**config.mk**
```make
export PLATFORM = sky130hd
export DESIGN_NAME = if_id_queue
export DESIGN_NICKNAME = d
export VERILOG_FILES = /design/src/rtl/if_id_queue.sv
export SDC_FILE = /design/constraint.sdc
export NUM_CORES = 1
export LEC_CHECK = 0
export ABC_AREA = 0
export CORE_UTILIZATION = 47
export CTS_CLUSTER_DIAMETER = 80
export DETAILED_ROUTE_END_ITERATION = 6
export HOLD_SLACK_MARGIN = 0.03
export PLACE_DENSITY = 0.77
export SLEW_MARGIN = 5
export SYNTH_ARGS = -nofsm -noshare
export SYNTH_HDL_FRONTEND = slang
export SYNTH_SLANG_ARGS = --single-unit
```
**constraint.sdc**
```tcl
create_clock -name Clk -period 4.95 [get_ports Clk]
set_input_delay 1.485 -clock Clk [delete_from_list [all_inputs] [get_ports Clk]]
set_output_delay 1.485 -clock Clk [all_outputs]
set_load 0.01 [all_outputs]
```
**src/rtl/if_id_queue.sv**
```systemverilog
// IF/ID instruction queue: DEPTH-entry FIFO of {instruction, PC+4} between fetch and decode.
// The head entry is presented pre-split into MIPS R/I/J and FP fields, all zero when empty.
module if_id_queue #(
  parameter int INST_W = 32,
  parameter int PC_W   = 32,
  parameter int DEPTH  = 4,
  parameter int CNT_W  = $clog2(DEPTH + 1)
) (
  input  logic              Clk,
  input  logic              Rst,
  input  logic              In_valid,
  output logic              In_ready,
  input  logic [INST_W-1:0] Inst,
  input  logic [PC_W-1:0]   PC_4,
  input  logic              IF_Flush,
  input  logic              ID_stall,
  output logic              Out_valid,
  output logic [5:0]        Op_code,
  output logic [4:0]        Rs_ID,
  output logic [4:0]        Rt_ID,
  output logic [4:0]        Rd_ID,
  output logic [4:0]        Shamt_ID,
  output logic [5:0]        Funct_ID,
  output logic [15:0]       Imm16_ID,
  output logic [25:0]       Jmp_Adrs_ID,
  output logic [4:0]        Fmt,
  output logic [4:0]        Fs,
  output logic [4:0]        Fd,
  output logic [PC_W-1:0]   PC_ID,
  output logic [CNT_W-1:0]  Count
);

  localparam int PTR_W = $clog2(DEPTH);

  logic [INST_W-1:0] r_inst_mem [DEPTH];
  logic [PC_W-1:0]   r_pc_mem   [DEPTH];
  logic [PTR_W-1:0]  r_wr_ptr;
  logic [PTR_W-1:0]  r_rd_ptr;
  logic [CNT_W-1:0]  r_count;

  logic              w_push;
  logic              w_pop;
  logic [INST_W-1:0] w_head_inst;
  logic [PC_W-1:0]   w_head_pc;

  // Handshake: an entry transfers on an edge where valid && ready (and no flush).
  // In: ready depends only on Count (no full-bypass), so it never follows ID_stall.
  // Out: valid depends only on Count (no empty-bypass); decode consumes when !ID_stall.
  assign In_ready  = (r_count < CNT_W'(DEPTH));
  assign Out_valid = (r_count != '0);
  assign Count     = r_count;

  assign w_push = In_valid && In_ready && !IF_Flush;
  assign w_pop  = Out_valid && !ID_stall && !IF_Flush;

  always_ff @(posedge Clk) begin
    if (Rst) begin
      r_wr_ptr <= '0;
      r_rd_ptr <= '0;
      r_count  <= '0;
    end else if (IF_Flush) begin
      r_wr_ptr <= '0;
      r_rd_ptr <= '0;
      r_count  <= '0;
    end else begin
      if (w_push) r_wr_ptr <= r_wr_ptr + PTR_W'(1);
      if (w_pop)  r_rd_ptr <= r_rd_ptr + PTR_W'(1);
      case ({w_push, w_pop})
        2'b10:   r_count <= r_count + CNT_W'(1);
        2'b01:   r_count <= r_count - CNT_W'(1);
        default: r_count <= r_count;
      endcase
    end
  end

  // Storage is not reset; Count alone decides which slots hold live data.
  always_ff @(posedge Clk) begin
    if (w_push && !Rst) begin
      r_inst_mem[r_wr_ptr] <= Inst;
      r_pc_mem[r_wr_ptr]   <= PC_4;
    end
  end

  assign w_head_inst = Out_valid ? r_inst_mem[r_rd_ptr] : '0;
  assign w_head_pc   = Out_valid ? r_pc_mem[r_rd_ptr]   : '0;

  assign Op_code     = w_head_inst[31:26];
  assign Rs_ID       = w_head_inst[25:21];
  assign Rt_ID       = w_head_inst[20:16];
  assign Rd_ID       = w_head_inst[15:11];
  assign Shamt_ID    = w_head_inst[10:6];
  assign Funct_ID    = w_head_inst[5:0];
  assign Imm16_ID    = w_head_inst[15:0];
  assign Jmp_Adrs_ID = w_head_inst[25:0];
  assign Fmt         = w_head_inst[25:21];
  assign Fs          = w_head_inst[15:11];
  assign Fd          = w_head_inst[10:6];
  assign PC_ID       = w_head_pc;

endmodule

```
-- Word level (Yosys, flattened, before mapping)
Memories as Yosys holds them, arrays and structs flattened. A register that Yosys moved wholly into a read port is not among the register bits.
Cells that the tools add are included.
- memory bits (read-only): 0
- bits in registers: 7
- input port bits: 69
- word-level logic and storage cells: 32
- output and inout port bits: 126
- RAM bits: 256
- latch bits: 0
- memories: 2
- reductions and logical operators: 11
- div/mod/pow operators: 0
- muxes and demuxes: 9
- $lt $le $gt $ge: 1
- multiply operators: 0
- $add $sub $neg: 4
- shift-type cells: 0
- equality and inequality tests: 2
- bitwise logic cells: 0
- memories (memory ; words ; width ; read ports ; clocked after memory_dff ; wr ports ; RTL line ; RTL):
    r_inst_mem ; 4 ; 32 ; 1 ; 1 ; 1 ; 35 ; logic [INST_W-1:0] r_inst_mem [DEPTH];
    r_pc_mem ; 4 ; 32 ; 1 ; 1 ; 1 ; 36 ; logic [PC_W-1:0] r_pc_mem [DEPTH];
- operators with widths (operator ; number):
    32-bit two-way mux ; 2
    2-bit two-way mux ; 4
    3-bit one-hot mux with 2 select lines ; 1
    1-bit logical AND ; 5
    2-bit by 1-bit adder with 2-bit output (second input constant) ; 2
    3-bit by 1-bit adder with 3-bit output (second input constant) ; 1
    1-bit zero test ; 3
    3-bit < comparator (second input constant) ; 1
    3-bit nonzero test ; 1
    3-bit by 1-bit subtractor with 3-bit output (second input constant) ; 1
    2-bit by 1-bit equality test with 1-bit output (second input constant) ; 1
    2-bit equality test (second input constant) ; 1
    1-bit two-way mux ; 2
    2-bit nonzero test ; 1
    2-bit OR reduction ; 1

-- Logic depth before layout (Yosys ltp)
- word-level depth: 6
- depth in mapped cells: 9
- gate-level depth less buffers: 8

-- Worst setup path after synthesis
OpenSTA, ideal clock, no wires.
- path kind: input -> register
- start: in IF_Flush
- end: mem r_inst_mem[1][0], enable pin
- slack: 0.767 ns
- stages on the path: 4
- data required time: 4.521 ns
- library setup time: 0.429 ns
- data arrival time: 3.754 ns
- path through: or2_2 > buf_2 > nor3b_1 > and2_1
- longest elaborated chain between the ends: 5
- ends and longest elaborated chain (what ; RTL line ; RTL):
    start, declared ; 15 ; input logic IF_Flush,
    1-bit zero test ; 53 ; assign w_push = In_valid && In_ready && !IF_Flush;
    1-bit logical AND ; 53 ;
    1-bit logical AND ; 78 ; if (w_push && !Rst) begin
    1-bit two-way mux ; 78 ;
    1-bit two-way mux (implied by the code) ; 79 ; r_inst_mem[r_wr_ptr] <= Inst;
    end, declared ; 35 ;
Every way passes these cells.

==> flow_metrics.tcl <==
set metrics [dict create \
    h-tree-depth 1 \
    critPathMaxFanout 24 \
    drc 38 \
    power.density_nw_per_um2 344 \
    nNetsFinal 742 \
    r2r_end "Count[2]" \
    crit_buf_inv 2 \
    min_period_over_period 0.886 \
    tightest_slew_ns 0.928 \
    maxSlewViolCount 0 \
    first_iter_violations 313 \
    pin_count 195 \
    clockRootBuffer "clkbuf_16" \
    start_util 0.482 \
    gr-total-overflow 0 \
    drive_gt1_frac 0.165 \
    via_count 5044 \
    cap_violations 0 \
    cp.required_ns 3.46 \
    r2r_setup_slack_ns 2.46 \
    core_um2 22000 \
    path_clk_slew_ns 0.06 \
    multi_input_area_um2 2120 \
    ir_drop_v 0.000255 \
    place.gp.congestion 0.730 \
    worst_skew_pair.late_latency_ns 0.51 \
    hold_depth 2 \
    hold_viol_final 0 \
    cts_resized 0 \
    start_kind "flip-flop" \
    antenna_found_initial 0 \
    synthCells 516 \
    grt_max_degree 65 \
    slew_headroom 0.381 \
    yosysSeqAreaShare 0.744 \
    end_kind "output pin" \
    cts_buffers 26 \
    clk_path_buf_depth 3 \
    rsz0062_at_grt "no" \
    critPathMaxStageDelay_ns 0.68 \
    postCtsSetupBuffers 0 \
    final.min_clock_period_ns 4.38 \
    synth_seq_cells 265 \
    ys_warn_count 0 \
    ant_nets 0 \
    grt_pass1_vias 5238 \
    fp.dieW_um 152 \
    power_mw 4.55 \
    routed_wl_um 19500 \
    crit_arrival_ns 2.90 \
    cpLargestDelayFamily "buffers and inverters" \
    grt_pass1_wl_um 30100 \
    ctsHoldBuffers 0 \
    cts_tree "built" \
    path_cells "buf_4, mux4_2, nor2b_1, clkdlybuf4s50_1" \
    ff_latch_area_um2 7880 \
    dp_hpwl_um 12200 \
    finalSetupTns_ns 0 \
    reg2reg_from "Count[0]" \
    hp-class "reg2reg" \
    clock_skew_ns 0.0166 \
    diodes 0 \
    die-height_um 152 \
    status "finished, violations left" \
    vias_per_cell 5.22 \
    r2r_cells 9 \
    drtPass1Iterations 6 \
    slowest_stage "dfxtp_4" \
    io_buffers 194 \
    grt_usage 0.170 \
    cts.sinks 265 \
    leakagePower_nw 4.07 \
    syn_area_per_cell_um2 20.5 \
    syn-cell-area_um2 10600 \
    hp-start "r_rd_ptr[1]" \
    syn-num-nets 591 \
    violations "DRC" \
    die-area_um2 23100 \
    area_delta_synth_final_pct 25.1 \
    synth_cell_types 25 \
    std_cell_rows 54 \
    fill_cells 1535 \
    fmax_mhz 228 \
    path_class "reg2out" \
    setup_viol 0 \
    wire_per_inst_um 20.2 \
]
-- worst reg2reg max path, stage by stage (launching register included) --
cell,delay [ns]
dfxtp_1,0.52
nor3_4,0.08
buf_4,0.29
nor3_1,0.25
ha_1,0.23
inv_1,0.06
fa_1,0.37
xor2_1,0.16
or3_1,0.31
a21oi_1,0.16
-- worst max path at each step --
stage / start / end / slack, ns / cells after the start
2_1_floorplan: IF_Flush / r_inst_mem[1][0] / 0.77 / 4
4_1_cts: flip-flop / Fs[0] / 0.46 / 4
3_3_place_gp: IF_Flush / r_pc_mem[3][19] / 1.01 / 5
3_5_place_dp: IF_Flush / r_pc_mem[2][19] / 0.94 / 5
6_report: flip-flop / Fs[0] / 0.57 / 4
5_1_grt: flip-flop / Imm16_ID[11] / 0.39 / 4
-- through the flow --
step / utilization / hold WS [ns] / instance area [µm²] / cells / setup slack (ns)
3_3_place_gp: 0.567 / 0.466 / 12400 / 919 / 1.01
5_1_grt: 0.603 / 0.552 / 13200 / 966 / 0.392
4_1_cts: 0.603 / 0.509 / 13200 / 966 / 0.464
2_1_floorplan: - / 0.459 / 10600 / 516 / 0.767
3_5_place_dp: 0.567 / 0.498 / 12400 / 919 / 0.936
6_report: 0.603 / 0.512 / 13200 / 966 / 0.567
-- kinds of logic after synthesis --
group           count (synthesis)  synth area share
simple gates                   82            0.0478
flops                         265             0.744
compound gates                  8           0.00378
mux                            65             0.137
fa+ha+maj                       6           0.00781
xor+xnor                        3           0.00248
buf+inv                        87            0.0572
-- registers in the layout, indices dropped and copies added (netlist names), named ones only --
register / cells
r_wr_ptr: 2
r_pc_mem: 128
r_rd_ptr: 2
r_inst_mem: 128
Count: 3
-- metal layers --
metal	up-vias	wire length, µm	part of all wire	global-route usage
li1	2268	-	-	-
met1	2535	7740	0.40	0.222
met2	206	9990	0.51	0.293
met3	35	1330	0.068	0.0331
met4	0	439	0.023	0.0496
met5	-	0	0	0
-- final cells by class --
type,count,area share
clock inverter,11,0.00605
tap,280,0.0265
timing repair buffer,202,0.156
multi-input combinational,164,0.160
inverter,8,0.00227
sequential,265,0.595
clock buffer,36,0.0536
-- cell usage in the layout, fill, tap and decap left out, drive strengths merged, types with 3 or more instances in the layout --
| cell type | synthesis | final |
|---|---|---|
| edfxtp | 256 | 256 |
| o21ai | 3 | 3 |
| buf | 73 | 8 |
| a21oi | 5 | 5 |
| or3 | 3 | 3 |
| ha | 5 | 5 |
| clkinv | 0 | 9 |
| clkbuf | 6 | 36 |
| and2 | 4 | 4 |
| dfxtp | 9 | 9 |
| clkdlybuf4s50 | 0 | 194 |
| nor2 | 5 | 5 |
| inv | 8 | 9 |
| nor2b | 64 | 64 |
| mux4 | 64 | 64 |
-- synth_stat cells (all sizes together) --
library cell	number	area (µm²)
edfxtp	256	7690
buf	73	552
mux4	64	1440
nor2b	64	400
dfxtp	9	180
inv	8	30.0
clkbuf	6	23.8
a21oi	5	25.0
ha	5	62.6
nor2	5	18.8
and2	4	25.0
o21ai	3	15.0
or3	3	18.8
nor3	2	15.0
nor3b	2	15.0
xor2	2	17.5
fa	1	20.0
mux2i	1	10.0
nand2b	1	6.26
or2	1	6.26
xnor2	1	8.76
-- report_power, final --
part	switching, mW	internal (mW)
Sequential	0.00794	2.48
Clock	0.769	1.05
Combinational	0.102	0.135
Total	0.879	3.67
No activity file was read; power rests on OpenSTA's default activity.
